===== src/rtl/sram_ctrl_pkg.sv =====
// sram_ctrl_pkg: shared types and default constants for the external SRAM
// controller slice.
//   state_t     - controller states (IDLE, LO, HI, DONE)
//   op_t        - latched access kind (RD, WR)
//   DEF_*       - default parameter values
//   word_offset - word offset of a byte address relative to a base address
package sram_ctrl_pkg;

   typedef enum logic [1:0] {
      IDLE,
      LO,
      HI,
      DONE
   } state_t;

   typedef enum logic {
      RD,
      WR
   } op_t;

   localparam int unsigned DEF_WAIT_CYCLES = 1;
   localparam int unsigned DEF_SRAM_ADDR_W = 18;
   localparam logic [31:0] DEF_BASE_ADDR   = 32'd1024;

   // Word offset from base, modulo 2^32. Byte offset bits of addr are ignored.
   function automatic logic [31:0] word_offset(input logic [31:0] addr,
                                               input logic [31:0] base);
      return ({addr[31:2], 2'b00} - base) >> 2;
   endfunction

endpackage


===== src/rtl/sram_controller_if.sv =====
// sram_controller_if: MEM-stage request bus plus external SRAM pad signals.
//   wr_en, rd_en, addr, wdata : pipeline request
//   rdata, ready              : pipeline response (ready low = freeze)
//   sram_addr, sram_dq_out, sram_dq_oe, sram_we_n : pad outputs
//   sram_dq_in                : pad read data
// Modports: master = pipeline/pad side, slave = controller.
interface sram_controller_if #(
   parameter int unsigned SRAM_ADDR_W = 18
);

   logic                   wr_en;
   logic                   rd_en;
   logic [31:0]            addr;
   logic [31:0]            wdata;
   logic [31:0]            rdata;
   logic                   ready;
   logic [SRAM_ADDR_W-1:0] sram_addr;
   logic [15:0]            sram_dq_out;
   logic                   sram_dq_oe;
   logic [15:0]            sram_dq_in;
   logic                   sram_we_n;

   modport master (
      output wr_en, rd_en, addr, wdata, sram_dq_in,
      input  rdata, ready, sram_addr, sram_dq_out, sram_dq_oe, sram_we_n
   );

   modport slave (
      input  wr_en, rd_en, addr, wdata, sram_dq_in,
      output rdata, ready, sram_addr, sram_dq_out, sram_dq_oe, sram_we_n
   );

endinterface


===== src/rtl/sram_phase_timer.sv =====
// sram_phase_timer: per-phase cycle counter shared by the LO and HI phases.
//   clk, rst  : clock, asynchronous active-high reset
//   clr       : restart the count (asserted on the edge entering a phase)
//   last      : current cycle is the final cycle of the phase
//   last_next : the cycle after the coming edge will be the final one
module sram_phase_timer
   import sram_ctrl_pkg::*;
#(
   parameter int unsigned WAIT_CYCLES = DEF_WAIT_CYCLES
) (
   input  logic clk,
   input  logic rst,
   input  logic clr,
   output logic last,
   output logic last_next
);

   localparam int unsigned CW = $clog2(WAIT_CYCLES + 1);

   logic [CW-1:0] cnt;

   always_ff @(posedge clk or posedge rst) begin
      if (rst) begin
         cnt <= '0;
      end else if (clr) begin
         cnt <= '0;
      end else if (!last) begin
         cnt <= cnt + 1'b1;
      end
   end

   assign last = (cnt == CW'(WAIT_CYCLES));

   // Lets the controller register pad strobes one cycle ahead so they are
   // aligned with the phase cycle they belong to.
   assign last_next = !clr && (last || (cnt == CW'(WAIT_CYCLES - 1)));

endmodule


===== src/rtl/sram_controller.sv =====
// sram_controller: multi-cycle 32-bit word access to a 16-bit external SRAM.
// Each request is split into a low-halfword (LO) and high-halfword (HI)
// phase of WAIT_CYCLES+1 cycles each, followed by one DONE cycle.
//   clk, rst : clock, asynchronous active-high reset
//   bus      : slave side of sram_controller_if (request, response, pads)
// All pad outputs and rdata are registered; ready is combinational.
module sram_controller
   import sram_ctrl_pkg::*;
#(
   parameter int unsigned WAIT_CYCLES = DEF_WAIT_CYCLES,
   parameter int unsigned SRAM_ADDR_W = DEF_SRAM_ADDR_W,
   parameter logic [31:0] BASE_ADDR   = DEF_BASE_ADDR
) (
   input  logic               clk,
   input  logic               rst,
   sram_controller_if.slave   bus
);

   localparam int unsigned WW = SRAM_ADDR_W - 1;

   state_t                 state;
   state_t                 state_n;
   op_t                    op;
   op_t                    op_n;
   logic [WW-1:0]          word;
   logic [WW-1:0]          word_n;
   logic [31:0]            wdata_q;
   logic [31:0]            wdata_n;
   logic                   req;
   logic                   accept;
   logic                   clr;
   logic                   last;
   logic                   last_next;

   logic [SRAM_ADDR_W-1:0] sram_addr_n;
   logic [15:0]            sram_dq_out_n;
   logic                   sram_dq_oe_n;
   logic                   sram_we_n_n;

   assign req    = bus.wr_en | bus.rd_en;
   assign accept = (state == IDLE) && req;

   sram_phase_timer #(
      .WAIT_CYCLES (WAIT_CYCLES)
   ) u_timer (
      .clk       (clk),
      .rst       (rst),
      .clr       (clr),
      .last      (last),
      .last_next (last_next)
   );

   always_ff @(posedge clk or posedge rst) begin
      if (rst) begin
         state <= IDLE;
      end else begin
         state <= state_n;
      end
   end

   always_comb begin
      state_n  = state;
      bus.ready = 1'b0;
      case (state)
         IDLE: begin
            bus.ready = !req;
            if (req) state_n = LO;
         end
         LO:   if (last) state_n = HI;
         HI:   if (last) state_n = DONE;
         DONE: begin
            bus.ready = 1'b1;
            state_n   = IDLE;
         end
         default: state_n = IDLE;
      endcase
      // Counter restarts on every phase entry and idles at zero outside phases.
      clr = (state_n != state) || !((state == LO) || (state == HI));
   end

   // Request capture
   always_comb begin
      op_n    = op;
      word_n  = word;
      wdata_n = wdata_q;
      if (accept) begin
         op_n    = bus.wr_en ? WR : RD;
         word_n  = WW'(word_offset(bus.addr, BASE_ADDR));
         wdata_n = bus.wdata;
      end
   end

   always_ff @(posedge clk or posedge rst) begin
      if (rst) begin
         op      <= RD;
         word    <= '0;
         wdata_q <= '0;
      end else begin
         op      <= op_n;
         word    <= word_n;
         wdata_q <= wdata_n;
      end
   end

   // Pad outputs are computed from the post-edge state so the registered
   // values line up with the phase they describe without a cycle of lag.
   always_comb begin
      sram_addr_n   = bus.sram_addr;
      sram_dq_out_n = bus.sram_dq_out;
      sram_dq_oe_n  = 1'b0;
      sram_we_n_n   = 1'b1;
      if ((state_n == LO) || (state_n == HI)) begin
         sram_addr_n = {word_n, (state_n == HI)};
         if (op_n == WR) begin
            sram_dq_oe_n  = 1'b1;
            sram_dq_out_n = (state_n == HI) ? wdata_n[31:16] : wdata_n[15:0];
            // Strobe released in the final phase cycle: rising edge with
            // address and data still held.
            sram_we_n_n   = last_next;
         end
      end
   end

   always_ff @(posedge clk or posedge rst) begin
      if (rst) begin
         bus.sram_addr   <= '0;
         bus.sram_dq_out <= '0;
         bus.sram_dq_oe  <= 1'b0;
         bus.sram_we_n   <= 1'b1;
      end else begin
         bus.sram_addr   <= sram_addr_n;
         bus.sram_dq_out <= sram_dq_out_n;
         bus.sram_dq_oe  <= sram_dq_oe_n;
         bus.sram_we_n   <= sram_we_n_n;
      end
   end

   // Read data sampled on the edge closing the final cycle of each phase.
   always_ff @(posedge clk or posedge rst) begin
      if (rst) begin
         bus.rdata <= '0;
      end else if (last && (op == RD)) begin
         if (state == LO) bus.rdata[15:0]  <= bus.sram_dq_in;
         if (state == HI) bus.rdata[31:16] <= bus.sram_dq_in;
      end
   end

endmodule


===== src/flat_wrapper.sv =====
// flat-port wrapper written by rule: the top's interface ports become plain ports
module sram_controller_flat import sram_ctrl_pkg::*;
#(
   parameter int unsigned WAIT_CYCLES = DEF_WAIT_CYCLES,
   parameter int unsigned SRAM_ADDR_W = DEF_SRAM_ADDR_W,
   parameter logic [31:0] BASE_ADDR   = DEF_BASE_ADDR
)
  (clk, rst, bus_wr_en, bus_rd_en, bus_addr, bus_wdata, bus_sram_dq_in, bus_rdata, bus_ready, bus_sram_addr, bus_sram_dq_out, bus_sram_dq_oe, bus_sram_we_n);
  sram_controller_if #(.SRAM_ADDR_W(SRAM_ADDR_W)) bus_i ();
  input  logic clk;
  input  logic rst;
  input wire logic [$bits(bus_i.wr_en)-1:0] bus_wr_en;
  input wire logic [$bits(bus_i.rd_en)-1:0] bus_rd_en;
  input wire logic [$bits(bus_i.addr)-1:0] bus_addr;
  input wire logic [$bits(bus_i.wdata)-1:0] bus_wdata;
  input wire logic [$bits(bus_i.sram_dq_in)-1:0] bus_sram_dq_in;
  output wire logic [$bits(bus_i.rdata)-1:0] bus_rdata;
  output wire logic [$bits(bus_i.ready)-1:0] bus_ready;
  output wire logic [$bits(bus_i.sram_addr)-1:0] bus_sram_addr;
  output wire logic [$bits(bus_i.sram_dq_out)-1:0] bus_sram_dq_out;
  output wire logic [$bits(bus_i.sram_dq_oe)-1:0] bus_sram_dq_oe;
  output wire logic [$bits(bus_i.sram_we_n)-1:0] bus_sram_we_n;
  assign bus_i.wr_en = bus_wr_en;
  assign bus_i.rd_en = bus_rd_en;
  assign bus_i.addr = bus_addr;
  assign bus_i.wdata = bus_wdata;
  assign bus_i.sram_dq_in = bus_sram_dq_in;
  assign bus_rdata = bus_i.rdata;
  assign bus_ready = bus_i.ready;
  assign bus_sram_addr = bus_i.sram_addr;
  assign bus_sram_dq_out = bus_i.sram_dq_out;
  assign bus_sram_dq_oe = bus_i.sram_dq_oe;
  assign bus_sram_we_n = bus_i.sram_we_n;
  sram_controller #(.WAIT_CYCLES(WAIT_CYCLES), .SRAM_ADDR_W(SRAM_ADDR_W), .BASE_ADDR(BASE_ADDR)) u_core (.clk(clk), .rst(rst), .bus(bus_i));
endmodule

===== config.mk =====
export PLATFORM = sky130hd
export DESIGN_NAME = sram_controller_flat
export DESIGN_NICKNAME = d
export VERILOG_FILES = /design/src/rtl/sram_ctrl_pkg.sv /design/src/rtl/sram_controller_if.sv /design/src/rtl/sram_phase_timer.sv /design/src/rtl/sram_controller.sv /design/src/flat_wrapper.sv
export SDC_FILE = /design/constraint.sdc
export NUM_CORES = 1
export LEC_CHECK = 0
export CORE_ASPECT_RATIO = 1.2
export CORE_MARGIN = 2
export CORE_UTILIZATION = 45
export DETAILED_ROUTE_END_ITERATION = 12
export DONT_BUFFER_PORTS = 1
export PLACE_DENSITY = 0.66
export SLEW_MARGIN = 20
export SYNTH_ARGS = -nofsm -noshare
export SYNTH_HDL_FRONTEND = slang
export SYNTH_HIERARCHICAL = 1
export SYNTH_SLANG_ARGS = --single-unit
export TNS_END_PERCENT = 5

===== constraint.sdc =====
create_clock -name clk -period 3.53 [get_ports clk]
set_input_delay 0.5295 -clock clk [delete_from_list [all_inputs] [get_ports clk]]
set_output_delay 0.5295 -clock clk [all_outputs]
set_load 0.005 [all_outputs]

======== Word-level counts from Yosys, hierarchy flattened ========
Index checks and enable logic that the tools add are counted.
storage, ports and cells
  logic and storage cells ................. 49
  flip-flop bits (word level) ............. 121
  output and inout bits ................... 69
  input bits .............................. 84
cells by class
  reductions and logical operators ........ 12
  bitwise logic cells ..................... 2
  add/sub/neg operators ................... 2
  mux-type cells .......................... 16
  equality and inequality tests ........... 6
operators by type and width
  kind                      number
  $mux W32                  1
  $sub A19 B11 Y19 const B  1
  $mux W17                  1
  $mux W16                  1
  $mux W1                   8
  $pmux W2 S4               1
  $eq A2 B2 Y1 const B      3
  $mux W2                   3
  $reduce_and A2 Y1         3
  $eq A2 B1 Y1 const B      2
  $logic_not A1 Y1          3
  $logic_or A1 B1 Y1        3
  $logic_and A1 B1 Y1       2
  $logic_not A2 Y1          1
  $ne A2 B2 Y1              1
  $pmux W1 S2               1
  $add A1 B1 Y1 const B     1
  $not A1 Y1                1
  $or A1 B1 Y1              1

======== Logic depth before layout (Yosys ltp) ========
  depth after elaboration ................. 8
  gate-level depth with buffers ........... 11

======== Cells and area by module ========
Netlist, hierarchy kept.
by module, submodules not included
  module            instances  area an instance (um^2)  cells each
  sram_controller   1          5,171.2                  426
  sram_phase_timer  1          32.5                     3

======== Least setup slack after synthesis ========
OpenSTA, ideal clock, no wires.
  path kind ............................... register to register
  from .................................... reg u_core.state[0]
  to ...................................... reg u_core.bus.sram_dq_out[10]
  required time ........................... 3,405 ps
  stages on the path, launching flop included .. 12
  buffers on the path ..................... 2
  period minus slack after synthesis ...... 2,628 ps
  arrival ................................. 2,503 ps
  path slack .............................. 902 ps
  cells stage by stage .................... dfrtp_1 inv_1 ha_1 nor2_1 a21oi_1 nor2_1 a21oi_1 ha_1 clkbuf_1 buf_1 mux4_2 mux2_2
between the ends
  cells in the longest elaborated chain, start to end .. 5
  elaborated cells on any way between the ends .. 16
  classes of those cells .................. eq/ne (5); mux (7); reduce/logical (4)
RTL lines
  element                                              line                                            text
  from (decl)                                          sram_controller.sv:21                           state_t state;
  from (signal assigned)                               sram_controller.sv:57                           state <= state_n;
  $eq A2 B2 Y1, or another cell as far along           sram_controller.sv:64                           case (state)
  $pmux W2 S4 *                                        sram_controller.sv:64
  net u_core.state_n[1]                                sram_controller.sv:22                           state_t state_n;
  $eq A2 B1 Y1 / $eq A2 B2 Y1 (equally long branches)  sram_controller.sv:112, sram_controller.sv:116
  $logic_or A1 B1 Y1                                   sram_controller.sv:112                          if ((state_n == LO) || (state_n == HI)) begin
  $reduce_and A2 Y1 (no line)                          --
  to (signal assigned)                                 sram_controller.sv:132                          bus.sram_dq_out <= sram_dq_out_n;
  to (decl)                                            sram_controller_if.sv:30                        output rdata, ready, sram_addr, sram_dq_out, sram_dq_oe, sram_we_n
Mark *: on every way through the listed nets, which the timed path passes. The rest lies on a longest branch.
A chain may end at the register's enable or synchronous reset.

======== Worst setup path in the final report ========
  from .................................... reg u_core.state[0]
  to ...................................... reg u_core.bus.sram_dq_out[11]
Same word-level chain as after synthesis.

==> results.md <==
* Main synth FF type: dfrtp_1
* Clock Tree Buf Depth at 2
* RSZ-0062 raised after global routing: false
* Area delta synth->final at 13.9%
* Vias in the first global route at approximately 3300
* Worst hold-check path type: input port to asynchronous set/reset pin
* H-tree lvl count at 4
* Crit end category: flop
* Latest clock arrival within the worst-skew pair at ~0.40 ns
* Top cells by area, synth: dfrtp_1, mux2_2, nand2_1
* Critical-path maximum fanout at 17
* DRT iter0 DRCs at 116
* Post-cts resize count at 0
* CP Class: flop to flop
* Yosys cell types at 37
* Port Buffers at 0
* Flops & latches, synth at 121
* N_diodes at 0
* Final hold violation count at 0
* Max Cap Violations at 0
* Final period util at about three quarters
* Startpoint types: flop
* Fin cells at about 610
* Hpwl dp at approximately 7000 um
* CTS Hold Bufs at 1
* Arrival @ worst endpoint at ~2.9 ns
* Wirelength, routed at ~10000 um
* Per-cell routed wire length at between 15 and 20 um
* Fillers at 1000
* Post-route cell area at 5930 um2
* Final setup vio count at 0
* Final GP Congestion at approximately 0.76
* Setup Skew at between 0.007 and 0.008 ns
* Pin count of the biggest net entering global routing at 70
* Num CTS Buffers at 17
* Fin nets at 529
* Worst Tran Pin Value at roughly 0.74 ns
* Remaining DRCs at 0
* Via count at 3185
* Inst Count DP at ~570
* Initial antenna violation count at 0
* Pwr Total at around 6300 uW
* Fin Setup TNS at 0 ns
* Final min period at 2.59 ns
* Synth warn at 6
* Setup Buffers After CTS at 0
* DIE HEIGHT at 122 um
* Die area at about 12000 um2
* Top cell type's share of synthesized area at between 50% and 60%
* Sequential share of the synthesized area at 58.2%
* Multi-input gate area at just over 2000 um2
* CTS tree: done
* Leakage at about 0.0027 uW
* GRT Util Overall at between 10% and 20%
* Initial Util at approximately 46%
* Max IR drop VDD at about 0.00056 V
* Mapped Avg Cell Area at roughly 12 um2
* Cells after Synth at 429
* Max_slew headroom at between 50% and 60%
* Critical Path RT at 3.81 ns
* Post-Synthesis Net Count at 521
* Clock transition at the registers of the reported paths at around 0.06 ns
* Fmax at roughly 390 MHz
* Reg area at between 3000 and 4000 um2
* Post-synth top area cell: dfrtp_1
* Final slew viol count at 0
* Core region area at around 11000 um2
* FF-to-FF setup slack at about 0.94 ns
* Dpl cell area at between 5000 and 6000 um2
* Row count at between 40 and 50
* ANT nets after route at 0
* Vias/cell at ~5.3
* Status: finished clean
* PwrDens at around 1100 nW/um2
* Root Buffer: clkbuf_16
* # clock sinks at ~120
* I/O pin count at roughly 150
* Gr ovfl total at 0
* Async SR Flop Fraction at 100%
* First-pass GRT wire length at roughly 16000 um
* Synthesized area at between 5000 and 6000 um2
* Chip width at about 100 um
* EDFF count, synth at 0
* Layout cells sized above 1 at roughly a quarter
* Drt first pass iters at 4
## worst max-delay path, stage by stage, from the launching register on
cell and delay [ns]:
dfrtp_1 0.44, inv_1 0.20, ha_1 0.32, nor2_1 0.07, a21oi_1 0.12, nor2_1 0.06
a21oi_1 0.17, ha_1 0.18, buf_4 0.26, mux4_2 0.35, mux2_2 0.29
## registers in the layout (all words and copies together) (netlist names)
signal,cells
u_core/bus.rdata,32
u_core/bus.sram_addr,18
u_core/bus.sram_dq_oe,1
u_core/bus.sram_dq_out,16
u_core/bus.sram_we_n,1
u_core/op,1
u_core/state,2
u_core/u_timer/last,1
u_core/wdata_q,32
u_core/word,17
## final cells by class
type                            count  share of cell area (%)
Sequential cell                   121                    51.1
Multi-Input combinational cell    279                    34.5
Clock buffer                       19                    7.30
Tap cell                          157                    3.31
Clock inverter                     12                    1.75
Timing Repair Buffer                9                    1.39
Inverter                            9                   0.633
## routing by layer
layer | up-vias | GRT usage (%) | wire length, um
li1 | 1485 | - | -
met1 | 1589 | 19.3 | 4090
met2 | 100 | 28.4 | 5170
met3 | 11 | 7.23 | 874
met4 | 0 | 6.92 | 143
met5 | - | 0 | 0
## cells in the final DEF (no fill, tap or decap), drive strengths merged, types with 2 or more instances in the layout
cell / n
a31oi: 2
xnor2: 2
mux4: 16
buf: 8
o21ai: 8
clkinvlp: 4
xor2: 2
a21o: 2
or3: 2
nor3b: 2
nand2: 134
ha: 8
o31ai: 3
dfrtp: 120
clkinv: 7
nor2: 13
a21oi: 8
o221ai: 2
clkbuf: 19
o21a: 2
inv: 9
nand3: 2
mux2: 63
## power breakdown
group	internal (uW)	switching [uW]	leakage, uW
clock network	960	607	0.000259
logic	1140	1050	0.000994
registers	2110	440	0.00146
## worst paths after layout
path	from	to	cells after the start
worst min register to register	u_core/wdata_q[28]	u_core/wdata_q[28]	2
worst min-delay path	rst	u_core/bus.sram_addr[9]	1
worst max register to register	u_core/state[0]	u_core/bus.sram_dq_out[11]	10
min in group clk	bus_wdata[26]	u_core/wdata_q[26]	2
max in group asynchronous	rst	u_core/wdata_q[20]	2
worst max-delay path	u_core/state[0]	u_core/bus.sram_dq_out[11]	10
## cell usage after synthesis, types with 3 or more instances
master,instances
dfrtp_1,120
nand2_1,134
mux4_1,4
mux2_2,62
mux4_2,12
nor2_1,12
o31ai_1,3
a21oi_1,8
buf_2,6
inv_1,9
o21ai_0,7
ha_1,8
clkbuf_1,11
## through the flow
step | setup WS [ns] | utilization [%] | hold slack, ns
6_report | 0.936 | 52.0 | 0.0537
3_5_place_dp | 0.926 | 47.2 | 0.261
3_3_place_gp | 1.03 | 47.2 | 0.260
4_1_cts | 0.918 | 52.0 | 0.0514
5_1_grt | 0.785 | 52.0 | 0.0870
2_1_floorplan | 0.902 | - | 0.258
## logic make-up (layout without fill, tap and decap cells)
kind of cell,after synthesis,in the layout,share of synthesized area [%]
buffers and inverters,29,49,2.69
adder cells (fa/ha/maj),8,8,1.92
AO/OA/AOI/OAI,31,31,3.73
AND/OR/NAND/NOR,157,157,11.9
flip-flops,121,121,58.2
multiplexers,79,79,20.8
XOR/XNOR,4,4,0.673
Note: power is estimated with default switching activity, not from simulation.
